### src/rtl/thermocouple_pkg.sv
// thermocouple_pkg
// Shared definitions for the multi-channel thermocouple scanner:
//   - scan_state_t : sequencer states
//   - frame field positions and widths of a MAX31855-style 32-bit SPI frame
package thermocouple_pkg;

    // Sequencer states of the round-robin scanner
    typedef enum logic [2:0] {
        STARTUP,
        SELECT,
        REQ,
        WAIT,
        CAPTURE,
        SETTLE
    } scan_state_t;

    // Bit positions inside the 32-bit frame
    localparam int TC_MSB  = 31;
    localparam int TC_LSB  = 18;
    localparam int FLT_BIT = 16;
    localparam int JT_MSB  = 15;
    localparam int JT_LSB  = 4;

    // Field widths of the decoded per-channel registers
    localparam int TC_W  = 14;
    localparam int JT_W  = 12;
    localparam int FLT_W = 4;

endpackage

### src/rtl/tc_channel_reg.sv
// tc_channel_reg
// Holds the decoded readings and the health state of one thermocouple channel.
// Ports:
//   clk, rst_n         : clock, asynchronous active-low reset
//   capture_en         : this channel is being captured this cycle
//   good               : the captured read is good (no fault bit, no timeout)
//   timeout            : the captured read ended in an SPI busy timeout
//   tc_field           : frame thermocouple field
//   jt_field           : frame junction field
//   flt_field          : {frame fault bit, frame[2:0]}
//   tc_temp, junction_temp, fault : registered channel values
//   valid              : at least one good reading since the last failure
//   failed             : FAULT_LIMIT consecutive bad reads
module tc_channel_reg
    import thermocouple_pkg::*;
#(
    parameter int FAULT_LIMIT = 3
) (
    input  logic             clk,
    input  logic             rst_n,
    input  logic             capture_en,
    input  logic             good,
    input  logic             timeout,
    input  logic [TC_W-1:0]  tc_field,
    input  logic [JT_W-1:0]  jt_field,
    input  logic [FLT_W-1:0] flt_field,
    output logic [TC_W-1:0]  tc_temp,
    output logic [JT_W-1:0]  junction_temp,
    output logic [FLT_W-1:0] fault,
    output logic             valid,
    output logic             failed
);

    localparam int FC_BITS = (FAULT_LIMIT > 1) ? $clog2(FAULT_LIMIT + 1) : 1;
    localparam logic [FC_BITS-1:0] LIMIT = FC_BITS'(FAULT_LIMIT);

    logic [FC_BITS-1:0] fault_cnt;

    // A good read refreshes every field and clears the health history.
    // A bad read only rewrites the fault field, so the last good temperatures
    // stay visible; the consecutive-fault counter saturates at the limit and
    // the channel is marked failed on the read that reaches it.
    always_ff @(posedge clk or negedge rst_n) begin
        if (!rst_n) begin
            tc_temp       <= '0;
            junction_temp <= '0;
            fault         <= '0;
            valid         <= 1'b0;
            failed        <= 1'b0;
            fault_cnt     <= '0;
        end else if (capture_en) begin
            if (good) begin
                tc_temp       <= tc_field;
                junction_temp <= jt_field;
                fault         <= flt_field;
                valid         <= 1'b1;
                failed        <= 1'b0;
                fault_cnt     <= '0;
            end else begin
                fault <= timeout ? {1'b1, 3'b000} : flt_field;
                if (fault_cnt != LIMIT) begin
                    fault_cnt <= fault_cnt + 1'b1;
                    if (fault_cnt == LIMIT - 1'b1) begin
                        failed <= 1'b1;
                        valid  <= 1'b0;
                    end
                end
            end
        end
    end

endmodule

### src/rtl/thermocouple_scanner.sv
// thermocouple_scanner
// Polls NUM_CH MAX31855-style devices round-robin through one shared SPI
// master and keeps decoded readings plus health flags per channel.
// Ports:
//   clk, rst_n          : clock, asynchronous active-low reset
//   ch_enable           : per-channel scan enable, looked at when choosing a channel
//   spi_not_busy        : SPI master idle flag
//   spi_rx_data         : last received 32-bit frame
//   spi_ena             : transfer request to the SPI master
//   spi_cs_sel          : channel currently addressed
//   tc_temp_data        : per-channel thermocouple field, channel k at [14k+13:14k]
//   junction_temp_data  : per-channel junction field, 12 bits each
//   fault_bits          : per-channel fault nibble, 4 bits each
//   ch_valid, ch_failed : per-channel health flags
//   sample_strobe       : one-cycle pulse when a capture lands in the registers
//   sample_ch           : channel of the current sample_strobe
module thermocouple_scanner
    import thermocouple_pkg::*;
#(
    parameter int NUM_CH         = 4,
    parameter int CH_BITS        = (NUM_CH > 1) ? $clog2(NUM_CH) : 1,
    parameter int STARTUP_CYCLES = 300,
    parameter int SETTLE_CYCLES  = 100,
    parameter int BUSY_TIMEOUT   = 255,
    parameter int FAULT_LIMIT    = 3,
    parameter int CNT_BITS       = 9
) (
    input  logic                     clk,
    input  logic                     rst_n,
    input  logic [NUM_CH-1:0]        ch_enable,
    input  logic                     spi_not_busy,
    input  logic [31:0]              spi_rx_data,
    output logic                     spi_ena,
    output logic [CH_BITS-1:0]       spi_cs_sel,
    output logic [NUM_CH*TC_W-1:0]   tc_temp_data,
    output logic [NUM_CH*JT_W-1:0]   junction_temp_data,
    output logic [NUM_CH*FLT_W-1:0]  fault_bits,
    output logic [NUM_CH-1:0]        ch_valid,
    output logic [NUM_CH-1:0]        ch_failed,
    output logic                     sample_strobe,
    output logic [CH_BITS-1:0]       sample_ch
);

    localparam logic [CNT_BITS-1:0] STARTUP_LAST = CNT_BITS'(STARTUP_CYCLES - 1);
    localparam logic [CNT_BITS-1:0] SETTLE_LAST  = CNT_BITS'(SETTLE_CYCLES - 1);
    localparam logic [CNT_BITS-1:0] TIMEOUT_LAST = CNT_BITS'(BUSY_TIMEOUT);
    localparam logic [CH_BITS-1:0]  CH_LAST      = CH_BITS'(NUM_CH - 1);

    scan_state_t         state;
    logic [CNT_BITS-1:0] cnt;
    logic [CH_BITS-1:0]  ptr;
    logic                timeout_flag;
    logic [CH_BITS-1:0]  next_ch;
    logic                next_found;
    logic                read_good;
    logic                unused_frame_bits;

    // Frame bits 17 and 3 carry no information for this block
    assign unused_frame_bits = ^{spi_rx_data[17], spi_rx_data[3]};

    // Find the first enabled channel at or after the pointer, wrapping.
    // Walking the offsets from the far end down means the last hit, the one
    // that sticks, is the closest enabled channel.
    always_comb begin
        int idx;
        next_found = 1'b0;
        next_ch    = ptr;
        idx        = 0;
        for (int i = NUM_CH - 1; i >= 0; i--) begin
            idx = int'(ptr) + i;
            if (idx >= NUM_CH) begin
                idx = idx - NUM_CH;
            end
            if (ch_enable[idx]) begin
                next_found = 1'b1;
                next_ch    = CH_BITS'(idx);
            end
        end
    end

    // Scan sequencer. One shared counter serves the startup wait, the busy
    // timeout and the settle gap since only one of them is ever running.
    // spi_ena rises on leaving SELECT and holds until the master goes busy.
    // sample_strobe is raised on the same edge the channel registers update,
    // so a consumer sees fresh data while the strobe is high.
    always_ff @(posedge clk or negedge rst_n) begin
        if (!rst_n) begin
            state         <= STARTUP;
            cnt           <= '0;
            ptr           <= '0;
            timeout_flag  <= 1'b0;
            spi_ena       <= 1'b0;
            spi_cs_sel    <= '0;
            sample_strobe <= 1'b0;
            sample_ch     <= '0;
        end else begin
            sample_strobe <= 1'b0;
            case (state)
                STARTUP: begin
                    if (cnt == STARTUP_LAST) begin
                        cnt   <= '0;
                        state <= SELECT;
                    end else begin
                        cnt <= cnt + 1'b1;
                    end
                end
                SELECT: begin
                    if (next_found) begin
                        spi_cs_sel <= next_ch;
                        spi_ena    <= 1'b1;
                        state      <= REQ;
                    end
                end
                REQ: begin
                    if (!spi_not_busy) begin
                        spi_ena <= 1'b0;
                        cnt     <= '0;
                        state   <= WAIT;
                    end
                end
                WAIT: begin
                    if (spi_not_busy) begin
                        timeout_flag <= 1'b0;
                        state        <= CAPTURE;
                    end else if (cnt == TIMEOUT_LAST) begin
                        timeout_flag <= 1'b1;
                        state        <= CAPTURE;
                    end else begin
                        cnt <= cnt + 1'b1;
                    end
                end
                CAPTURE: begin
                    sample_strobe <= 1'b1;
                    sample_ch     <= spi_cs_sel;
                    cnt           <= '0;
                    state         <= SETTLE;
                end
                SETTLE: begin
                    if (cnt == SETTLE_LAST) begin
                        cnt   <= '0;
                        ptr   <= (spi_cs_sel == CH_LAST) ? '0 : spi_cs_sel + 1'b1;
                        state <= SELECT;
                    end else begin
                        cnt <= cnt + 1'b1;
                    end
                end
                default: state <= STARTUP;
            endcase
        end
    end

    assign read_good = !timeout_flag && !spi_rx_data[FLT_BIT];

    // One register bank per channel; only the addressed bank sees capture_en
    generate
        for (genvar k = 0; k < NUM_CH; k++) begin : g_ch
            tc_channel_reg #(
                .FAULT_LIMIT (FAULT_LIMIT)
            ) u_ch (
                .clk           (clk),
                .rst_n         (rst_n),
                .capture_en    ((state == CAPTURE) && (spi_cs_sel == CH_BITS'(k))),
                .good          (read_good),
                .timeout       (timeout_flag),
                .tc_field      (spi_rx_data[TC_MSB:TC_LSB]),
                .jt_field      (spi_rx_data[JT_MSB:JT_LSB]),
                .flt_field     ({spi_rx_data[FLT_BIT], spi_rx_data[2:0]}),
                .tc_temp       (tc_temp_data[TC_W*k +: TC_W]),
                .junction_temp (junction_temp_data[JT_W*k +: JT_W]),
                .fault         (fault_bits[FLT_W*k +: FLT_W]),
                .valid         (ch_valid[k]),
                .failed        (ch_failed[k])
            );
        end
    endgenerate

endmodule

### config.mk
export PLATFORM = sky130hd
export DESIGN_NAME = thermocouple_scanner
export DESIGN_NICKNAME = d
export VERILOG_FILES = /design/src/rtl/thermocouple_pkg.sv /design/src/rtl/tc_channel_reg.sv /design/src/rtl/thermocouple_scanner.sv
export SDC_FILE = /design/constraint.sdc
export NUM_CORES = 1
export LEC_CHECK = 0
export CORE_MARGIN = 2
export CORE_UTILIZATION = 46
export CTS_BUF_LIST = sky130_fd_sc_hd__clkbuf_4
export DETAILED_ROUTE_END_ITERATION = 12
export GPL_TIMING_DRIVEN = 1
export PLACE_DENSITY_LB_ADDON = 0.05
export REMOVE_ABC_BUFFERS = 1
export SLEW_MARGIN = 20
export SYNTH_ARGS = -nofsm -noshare
export SYNTH_HDL_FRONTEND = slang
export SYNTH_HIERARCHICAL = 1
export SYNTH_SLANG_ARGS = --single-unit
### constraint.sdc
create_clock -name clk -period 2.35 [get_ports clk]
set_clock_uncertainty 0.1 [all_clocks]
set_input_delay 0.3525 -clock clk [delete_from_list [all_inputs] [get_ports clk]]
set_output_delay 0.3525 -clock clk [all_outputs]
set_load 0.005 [all_outputs]
==> results.yml, run 1 <==
drt:
  wire_per_inst_um: 17.7
  drc: 0
  vias: 4616
  drtAntennaViolNets: 0
  viasPerCell: 5.16
  drtIter0Drc: 169
  drt_wl_total_mm: 15.8
  detail_route.first_pass.iterations: 4
global_routing:
  grt_max_degree: 54
  antenna_found_initial: 1
  met2_usage_pct: 32.8
  grt-busiest-layer: "met2"
  grt_util_met1_pct: 26.7
  grt_pass1_wl_mm: 25.7
  grt_pass1_vias: 4823
  met3_usage_pct: 5.49
  track_usage_pct: 20.3
  grt_overflow_total: 0
clock_tree:
  clock_path_buffers: 2
  post_cts_buffers: 0
  cts_inserted_buffers: 17
  cts-root-buf: "clkbuf_4"
  clk_pin_slew_ns: 0.13
  cts_sinks: 157
  insertion_delay_ns: 0.54
  ctsHtreeMaxLevel: 4
  cts_tree: "done"
floorplan:
  die_h_um: 127
  rows: 45
  start_util_pct: 46.7
  io_pins: 173
  core_um2: 15000
  die_w_um: 127
  die_area_um2: 16300
final_layout:
  layout_commonest_cell: "clkdlybuf4s50_1"
  drive_gt1_share_pct: 26.4
  layout_common_cells: "clkdlybuf4s50_1 (169), dfrtp_1 (157), mux2_4 (82)"
  fillers: 1181
  fin_util_pct: 62.6
  syn2layout_area_growth_pct: 34.3
  num-nets-final: 745
logic_synthesis:
  synthFlopType: "dfrtp_1"
  netlist_area_um2: 7010
  synth_largest_area_cell: "dfrtp_1"
  netlist_instances: 490
  ys_seq_area_share_pct: 56.0
  yosysWarnings: 6
  synth_top_area_share_pct: 56.0
  synth_seq_cells: 157
  ys_types: 52
  synth_area_leaders: "dfrtp_1 (56%), mux2_4 (18%), mux2_2 (4.3%)"
  synth_edf_count: 0
  synth-async-reset-ratio_pct: 100
  synth.avg_cell_area_um2: 14.3
sta:
  rsz0062_at_grt: "no"
  tightest_slew_ns: 0.514
  setup_viol: 0
  fin_setup_tns_ns: 0
  hold_violations: 0
  min_period_ns: 2.18
  fin_crit_sh_pct: 92.9
  maxSlewHeadroom_pct: 65.6
  max_freq_ghz: 0.458
  finalMaxSlewViolations: 0
placement:
  io_buffers: 170
  gp_congestion: 0.805
  place_hpwl_mm: 11.5
worst_setup_path:
  crit_type: "flop to flop"
  worstPathArrival_ns: 2.51
  worstSetupEndpointType: "flop"
  cp-start-kind: "flop"
  cp_max_fo: 7
  required_ns: 2.68
status:
  status: "completed"
job:
  max_cap_violations: 0
pwr:
  power_w: 0.00975
  vdd_drop_max_uv: 677
  power.density_nw_per_um2: 1040
  p_leak_nw: 4.50
hold_path:
  hp-class: "input pin to asynchronous set/reset pin"
-- critical path: stages (launching register included) --
cell and delay, ns:
dfrtp_1 0.44, ha_1 0.22, nand3_1 0.10, nor3_1 0.06, ha_1 0.19, and2b_1 0.27
o21ai_4 0.10, buf_6 0.15, a211oi_4 0.34, nor3_1 0.11
-- cell families after synthesis --
kind of cell,after synthesis,synth area share [%]
flops,157,56.0
simple gates,94,7.71
xor+xnor,1,0.125
mux,111,22.2
compound gates,82,8.53
buf+inv,31,2.96
fa+ha+maj,14,2.50
-- synthesized netlist by cell type, types with 2 or more instances --
master,count
a21oi_1,20
a22o_1,4
a31oi_1,3
and2_1,4
and2b_1,7
buf_2,4
buf_6,11
dfrtp_1,157
ha_1,14
inv_1,15
mux2_2,27
mux2_4,82
mux2i_1,2
nand2_1,26
nand2_4,4
nand2b_1,8
nor2_1,17
nor2b_1,9
nor3_1,2
nor3b_1,2
o21ai_0,12
o21ai_1,4
o21bai_1,2
o2bb2ai_1,13
o31ai_1,11
or3_1,4
-- state kept, by name, summed over array words and instances (netlist names), 2 cells and up --
register,flops
cnt,9
g_ch.u_ch/failed,4
g_ch.u_ch/fault,16
g_ch.u_ch/junction_temp,48
sample_ch,2
state,3
ptr,2
spi_cs_sel,2
g_ch.u_ch/tc_temp,56
g_ch.u_ch/fault_cnt,8
g_ch.u_ch/valid,4
-- layout make-up --
cell class	instances	area (um2)	area share [%]
Antenna cell	1	2.50	0.0266
Clock buffer	19	143	1.51
Clock inverter	13	125	1.33
Inverter	15	56.3	0.598
Multi-Input combinational cell	302	2890	30.7
Sequential cell	157	3930	41.7
Tap cell	188	235	2.50
Timing Repair Buffer	199	2040	21.7
-- path summary, 6_finish.rpt --
kind                       cells past startpoint                  start  slack, ns                              to
min in group clk                               2        spi_rx_data[10]       0.39   g_ch[2].u_ch/junction_temp[6]
min reg2reg                                    1  g_ch[2].u_ch/fault[0]       0.40           g_ch[2].u_ch/fault[0]
min                                            2                  rst_n       0.20  g_ch[3].u_ch/junction_temp[10]
max reg2reg                                    9                 cnt[0]       0.17                          cnt[2]
max                                            9                 cnt[0]       0.17                          cnt[2]
max in group asynchronous                      3                  rst_n       1.27       g_ch[2].u_ch/fault_cnt[0]
-- layer usage --
metal / vias to the layer above / share of wire, %
met2: 124 / 49
li1: 2161 / -
met1: 2312 / 45
met5: - / 0
met3: 19 / 5.5
met4: 0 / 1.4
-- per-stage QoR --
stage          instances  worst slack [ns]  hold slack (ns)  area [um2]
2_1_floorplan        474            -0.400          -0.0431        6860
3_3_place_gp         860             0.167            0.242        9130
3_5_place_dp         860             0.126            0.246        9130
4_1_cts              893             0.102            0.179        9400
5_1_grt              894            0.0123            0.204        9420
6_report             894             0.166            0.205        9420
-- repair_timing --
item                                    4_1_cts  5_1_grt
gates resized for setup                       0        2
hold buffers                                  1        0
endpoints found under the setup margin        0        2
endpoints found under the hold margin        50        0
-- power breakdown --
part / switching (W) / internal (W) / total (W)
clock: 0.000931 / 0.000641 / 0.00157
combinational: 0.00143 / 0.00257 / 0.00399
sequential: 0.000596 / 0.00359 / 0.00418
total: 0.00295 / 0.00679 / 0.00975
No activity file was read; power rests on OpenSTA's default activity.
==> run 2, diff against run 1 <==
CORE_UTILIZATION = 45   (was 46)
CTS_BUF_LIST = unset   (was sky130_fd_sc_hd__clkbuf_4)
==> run 2 against run 1 <==
  * Combinational power grew 1%
  * Cell area grew 3.7%
  * Register-to-register slack is essentially flat
  * Final cell count grew 0.22%
  * Clock power grew 83%
  * Maximum frequency shrank 0.62%
  * First-iteration DRC count grew 89%
  * Routed wire length grew 2.3%
  * Core utilization grew 1.6 points
  * Die area grew 2.2%
  * Critical path type unchanged
==> results.yml, run 2 (synthesis gave the netlist of run 1 again) <==
pwr:
  vdd_drop_max_uv: 543
  p_leak_nw: 4.65
  power_w: 0.0111
  pwr-share-clk_pct: 25.9
  netSwitchingFraction_pct: 28.6
  internal_power_w: 0.00792
  p_seq_share_pct: 37.8
  power.density_nw_per_um2: 1140
  p_switching_w: 0.00317
  pwr-share-comb_pct: 36.3
final_layout:
  layout_common_cells: "clkdlybuf4s50_1 (169), dfrtp_1 (157), mux2_4 (82)"
  fillers: 1129
  num-nets-final: 748
  fin_cells: 896
  largestRegisters: "g_ch.u_ch/tc_temp (56), g_ch.u_ch/junction_temp (48), g_ch.u_ch/fault (16)"
  layout_commonest_cell: "clkdlybuf4s50_1"
  syn2layout_area_growth_pct: 39.2
  drive_gt1_share_pct: 27.3
  fin_util_pct: 64.2
  largest_register_ffs: 56
  regMostFlops: "g_ch.u_ch/tc_temp"
  diodes: 0
clock_tree:
  cts-root-buf: "clkbuf_16"
  cts_tree: "done"
  insertion_delay_ns: 0.42
  cts_sinks: 157
  clk_pin_slew_ns: 0.07
  clock_path_buffers: 2
  ctsHtreeMaxLevel: 4
  cts_inserted_buffers: 17
worst_setup_path:
  crit_path_cell_trace: "ha_1, nand3_1, nor3_2, ha_1, and2b_1, o21ai_4, buf_4, a211oi_4, nor3_1"
  crit_type: "flop to flop"
  required_ns: 2.54
  crit_start: "cnt[0]"
  worstPathArrival_ns: 2.38
  max_stage_delay_ns: 0.38
  endpoint: "cnt[2]"
  r2r_cells: 9
  worstSetupEndpointType: "flop"
  cp-start-kind: "flop"
  r2r_setup_slack_ns: 0.15
  timing.rr.start: "cnt[0]"
  crit_slowest_cell: "dfrtp_1"
  rr_endpoint: "cnt[2]"
  cpMostUsedCell: "ha_1"
  cp_max_fo: 7
job:
  max_cap_violations: 0
placement:
  io_buffers: 170
  place_hpwl_mm: 11.3
  dpl.cell_count: 861
  gp_congestion: 0.824
  dpl_worst_slack_ns: 0.103
sta:
  fin_setup_tns_ns: 0
  fin_crit_sh_pct: 93.5
  min_period_ns: 2.20
  tightest_slew_ns: 0.425
  max_freq_ghz: 0.455
  setup_viol: 0
  rsz0062_at_grt: "no"
  hold_violations: 0
  setup_ws_ns: 0.153
  maxSlewHeadroom_pct: 71.6
  finalMaxSlewViolations: 0
global_routing:
  grt_util_met1_pct: 27.2
  antenna_found_initial: 0
  grt_pass1_vias: 4810
  grt_overflow_total: 0
  met2_usage_pct: 33.0
  met3_usage_pct: 5.61
  grt_max_degree: 51
  grt_pass1_wl_mm: 26.2
  grt-busiest-layer: "met2"
  track_usage_pct: 20.6
drt:
  drc: 0
  vias: 4645
  drtAntennaViolNets: 0
  detail_route.first_pass.iterations: 4
  drt_wl_total_mm: 16.2
  drtIter0Drc: 319
  viasPerCell: 5.18
  wire_per_inst_um: 18.0
floorplan:
  core_um2: 15200
  die_h_um: 129
  die_area_um2: 16600
  start_util_pct: 46.1
  rows: 45
  die_w_um: 129
  io_pins: 173
hold_path:
  hp-class: "input pin to asynchronous set/reset pin"
status:
  status: "completed"
-- run 2: cell count changes in the layout (fill, tap and decap cells not counted), sizes merged --
cell      delta
clkinvlp     +2
diode        -1
inv          +6
buf          +3
bufinv       +1
clkbuf       -1
clkinv       -8
-- run 2: per-layer routing --
layer	vias to the layer above	share of wire, %
li1	2163	-
met1	2345	46
met4	0	1.2
met5	-	0
met3	15	4.4
met2	122	49
-- run 2: power by group through the flow --
| stage | clock (W) | sequential (W) | combinational, W |
|---|---|---|---|
| floorplan | 0 | 0.00425 | 0.00170 |
| CTS | 0.00294 | 0.00421 | 0.00404 |
| global route | 0.00307 | 0.00430 | 0.00439 |
| global placement | 0 | 0.00418 | 0.00393 |
| detailed placement | 0 | 0.00424 | 0.00401 |
| finish | 0.00288 | 0.00419 | 0.00403 |
-- run 2: timing repair --
action | in CTS | in global routing
endpoints found under the setup margin | 0 | 6
resized for setup | 0 | 2
hold buffers | 1 | 0
setup buffers | 0 | 2
hold endpoints to repair | 36 | 0
-- run 2: worst min path at each step --
stage,start,end,depth (start not counted)
2_1_floorplan,rst_n,cnt[0],0
3_3_place_gp,rst_n,g_ch[3].u_ch/tc_temp[5],1
3_5_place_dp,rst_n,g_ch[3].u_ch/tc_temp[5],1
4_1_cts,rst_n,g_ch[3].u_ch/tc_temp[5],2
5_1_grt,rst_n,g_ch[0].u_ch/junction_temp[9],2
6_report,rst_n,g_ch[3].u_ch/tc_temp[5],2
-- run 2: worst max-delay path, delay by kind of cell, from the launching register on --
kind | cells | cell delay [ns]
DFF | 1 | 0.38
and+or+nand+nor | 4 | 0.56
adders and majority gates | 2 | 0.40
buffers and inverters | 1 | 0.16
AOI/OAI and AO/OA | 2 | 0.47
-- run 2: stage by stage --
stage          area (um2)  hold WS, ns
2_1_floorplan        6860      -0.0431
3_3_place_gp         9110        0.179
3_5_place_dp         9110        0.184
4_1_cts              9740        0.297
5_1_grt              9770        0.317
6_report             9770        0.299
-- run 2: cell type report --
type                    count  area (um2)  share of cell area (%)
multi-input cells         302        2890                    29.6
repair buffers            202        2030                    20.8
inverters                  15        56.3                   0.576
clock buffers              18         439                    4.50
clock inverters            14         181                    1.86
well taps                 188         235                    2.41
flip-flops and latches    157        3930                    40.2
==> run 3, diff against run 2 <==
CORE_MARGIN = 3   (was 2)
SETUP_SLACK_MARGIN = 0.3   (was unset)
==> run 3 against run 2 <==
  * Core utilization rose by 0.97 points
  * Critical path type unchanged
  * Clock power grew 5%
  * Combinational power grew 4%
  * Routed wire length up 2.9%
  * Setup slack gained 0.12 ns
  * Sequential power about the same
  * Final cell count is 0.56% higher
==> results.yml, run 3 (synthesis gave the netlist of run 1 again) <==
worst_setup_path:
  crit_type: "flop to flop"
  cp_max_fo: 8
  crit_path_cell_trace: "ha_2, nand3_2, nor3_2, ha_2, and2b_2, o21ai_4, buf_6, or4_4, a21oi_2"
  cpMostUsedCell: "ha_2"
  r2r_cells: 9
  cpLargestDelayFamily: "simple AND/OR/NAND/NOR gates"
  cp-start-kind: "flop"
  path_buf_inv: 1
  max_stage_delay_ns: 0.41
  required_ns: 2.59
  worstSetupEndpointType: "flop"
  path_depth: 9
  timing.rr.start: "cnt[1]"
  crit_slowest_cell: "or4_4"
  crit_start: "cnt[1]"
  worstPathArrival_ns: 2.32
drt:
  drc: 0
  viasPerCell: 5.22
  wire_per_inst_um: 18.4
  drtAntennaViolNets: 0
  drt_wl_total_mm: 16.6
  vias: 4701
  detail_route.first_pass.iterations: 4
  drtIter0Drc: 239
clock_tree:
  insertion_delay_ns: 0.42
  ctsHtreeMaxLevel: 4
  cts_tree: "done"
  cts-root-buf: "clkbuf_16"
  cts_sinks: 157
  clk_pin_slew_ns: 0.06
  cts_inserted_buffers: 17
  clock_path_buffers: 2
final_layout:
  layout_common_cells: "clkdlybuf4s50_1 (169), dfrtp_1 (155), mux2_4 (82)"
  syn2layout_area_growth_pct: 41.3
  diodes: 0
  fin_util_pct: 65.2
  layout_commonest_cell: "clkdlybuf4s50_1"
  fillers: 1125
  drive_gt1_share_pct: 29.3
  final_area_um2: 9910
  regMostFlops: "g_ch.u_ch/tc_temp"
  num-nets-final: 754
  largestRegisters: "g_ch.u_ch/tc_temp (56), g_ch.u_ch/junction_temp (48), g_ch.u_ch/fault (16)"
  largest_register_ffs: 56
floorplan:
  die_w_um: 131
  rows: 45
  die_area_um2: 17100
  io_pins: 173
  start_util_pct: 46.1
  die_h_um: 131
  core_um2: 15200
global_routing:
  grt_pass1_wl_mm: 26.7
  grt_max_degree: 65
  grt_overflow_total: 0
  antenna_found_initial: 0
  grt_pass1_vias: 4954
  track_usage_pct: 20.1
sta:
  finalMaxSlewViolations: 0
  setup_viol: 0
  maxSlewHeadroom_pct: 73.6
  setup_ws_ns: 0.273
  rsz0062_at_grt: "yes"
  tightest_slew_ns: 0.395
  max_freq_ghz: 0.482
  fin_setup_tns_ns: 0
  fin_crit_sh_pct: 88.4
  hold_violations: 0
  min_period_ns: 2.08
job:
  max_cap_violations: 0
pwr:
  power_w: 0.0114
  p_leak_nw: 4.70
  vdd_drop_max_uv: 583
  power.density_nw_per_um2: 1150
placement:
  dpl_worst_slack_ns: 0.0906
  placedInstanceArea_um2: 9110
  place_hpwl_mm: 11.5
  gp_congestion: 0.764
  io_buffers: 170
hold_path:
  hp-class: "input pin to asynchronous set/reset pin"
status:
  status: "completed"
run 3: cell count changes in the layout (fill, tap and decap cells not counted), moves of 2 or more:
cell       previous run  this run
a21oi_2               1         3
buf_4                24        26
bufinv_16             3         5
dfrtp_2               0         2
buf_6                 1         4
clkinv_2              1         3
dfrtp_1             157       155
a21oi_1              20        18
ha_2                  0         2
inv_6                 5         1
ha_1                 14        12
run 3: stage by stage:
| step | hold slack, ns | instances |
|---|---|---|
| 2_1_floorplan | -0.0431 | 474 |
| 3_3_place_gp | 0.181 | 860 |
| 3_5_place_dp | 0.186 | 860 |
| 4_1_cts | 0.302 | 898 |
| 5_1_grt | 0.337 | 901 |
| 6_report | 0.305 | 901 |
run 3: repair_timing:
| action | 4_1_cts | 5_1_grt |
|---|---|---|
| resized for setup | 9 | 11 |
| hold endpoints to repair | 38 | 0 |
| pin swaps | 7 | 5 |
| setup endpoints to repair | 9 | 9 |
| cloned | 0 | 0 |
| hold buffers | 1 | 0 |
| buffers inserted | 6 | 3 |
run 3: path summary, 6_finish.rpt:
path	slack, ns	endpoint
max reg2reg	0.27	cnt[6]
min	0.30	g_ch[1].u_ch/tc_temp[3]
max in group asynchronous	1.17	g_ch[3].u_ch/tc_temp[8]
min in group clk	0.39	g_ch[2].u_ch/fault[1]
max	0.27	cnt[6]
min reg2reg	0.39	g_ch[2].u_ch/fault[1]
run 3: final cells by class:
cell class	instances	area [um2]	area share (%)
Clock buffer	20	457	4.61
Clock inverter	11	189	1.91
Inverter	15	56.3	0.568
Multi-Input combinational cell	302	2940	29.7
Sequential cell	157	3930	39.7
Tap cell	188	235	2.37
Timing Repair Buffer	208	2100	21.2
run 3: report_power, final:
part	total (W)	internal, W	switching (W)
logic	0.00421	0.00271	0.00150
clock network	0.00302	0.00193	0.00109
registers	0.00418	0.00360	0.000582
run 3: worst register-to-register path, stage by stage, from the launching register on:
cell     delay, ns
dfrtp_1       0.39
ha_2          0.20
nand3_2       0.07
nor3_2        0.05
ha_2          0.18
and2b_2       0.24
o21ai_4       0.07
buf_6         0.15
or4_4         0.41
a21oi_2       0.14
run 3: routing by layer:
metal	GRT usage [%]	part of all wire (%)	wire length [um]	vias up
li1	-	-	-	2169
met5	0	0	0	-
met1	26.4	45	7420	2379
met2	33.2	49	8130	137
met3	5.12	5.2	866	16
met4	5.69	1.2	192	0
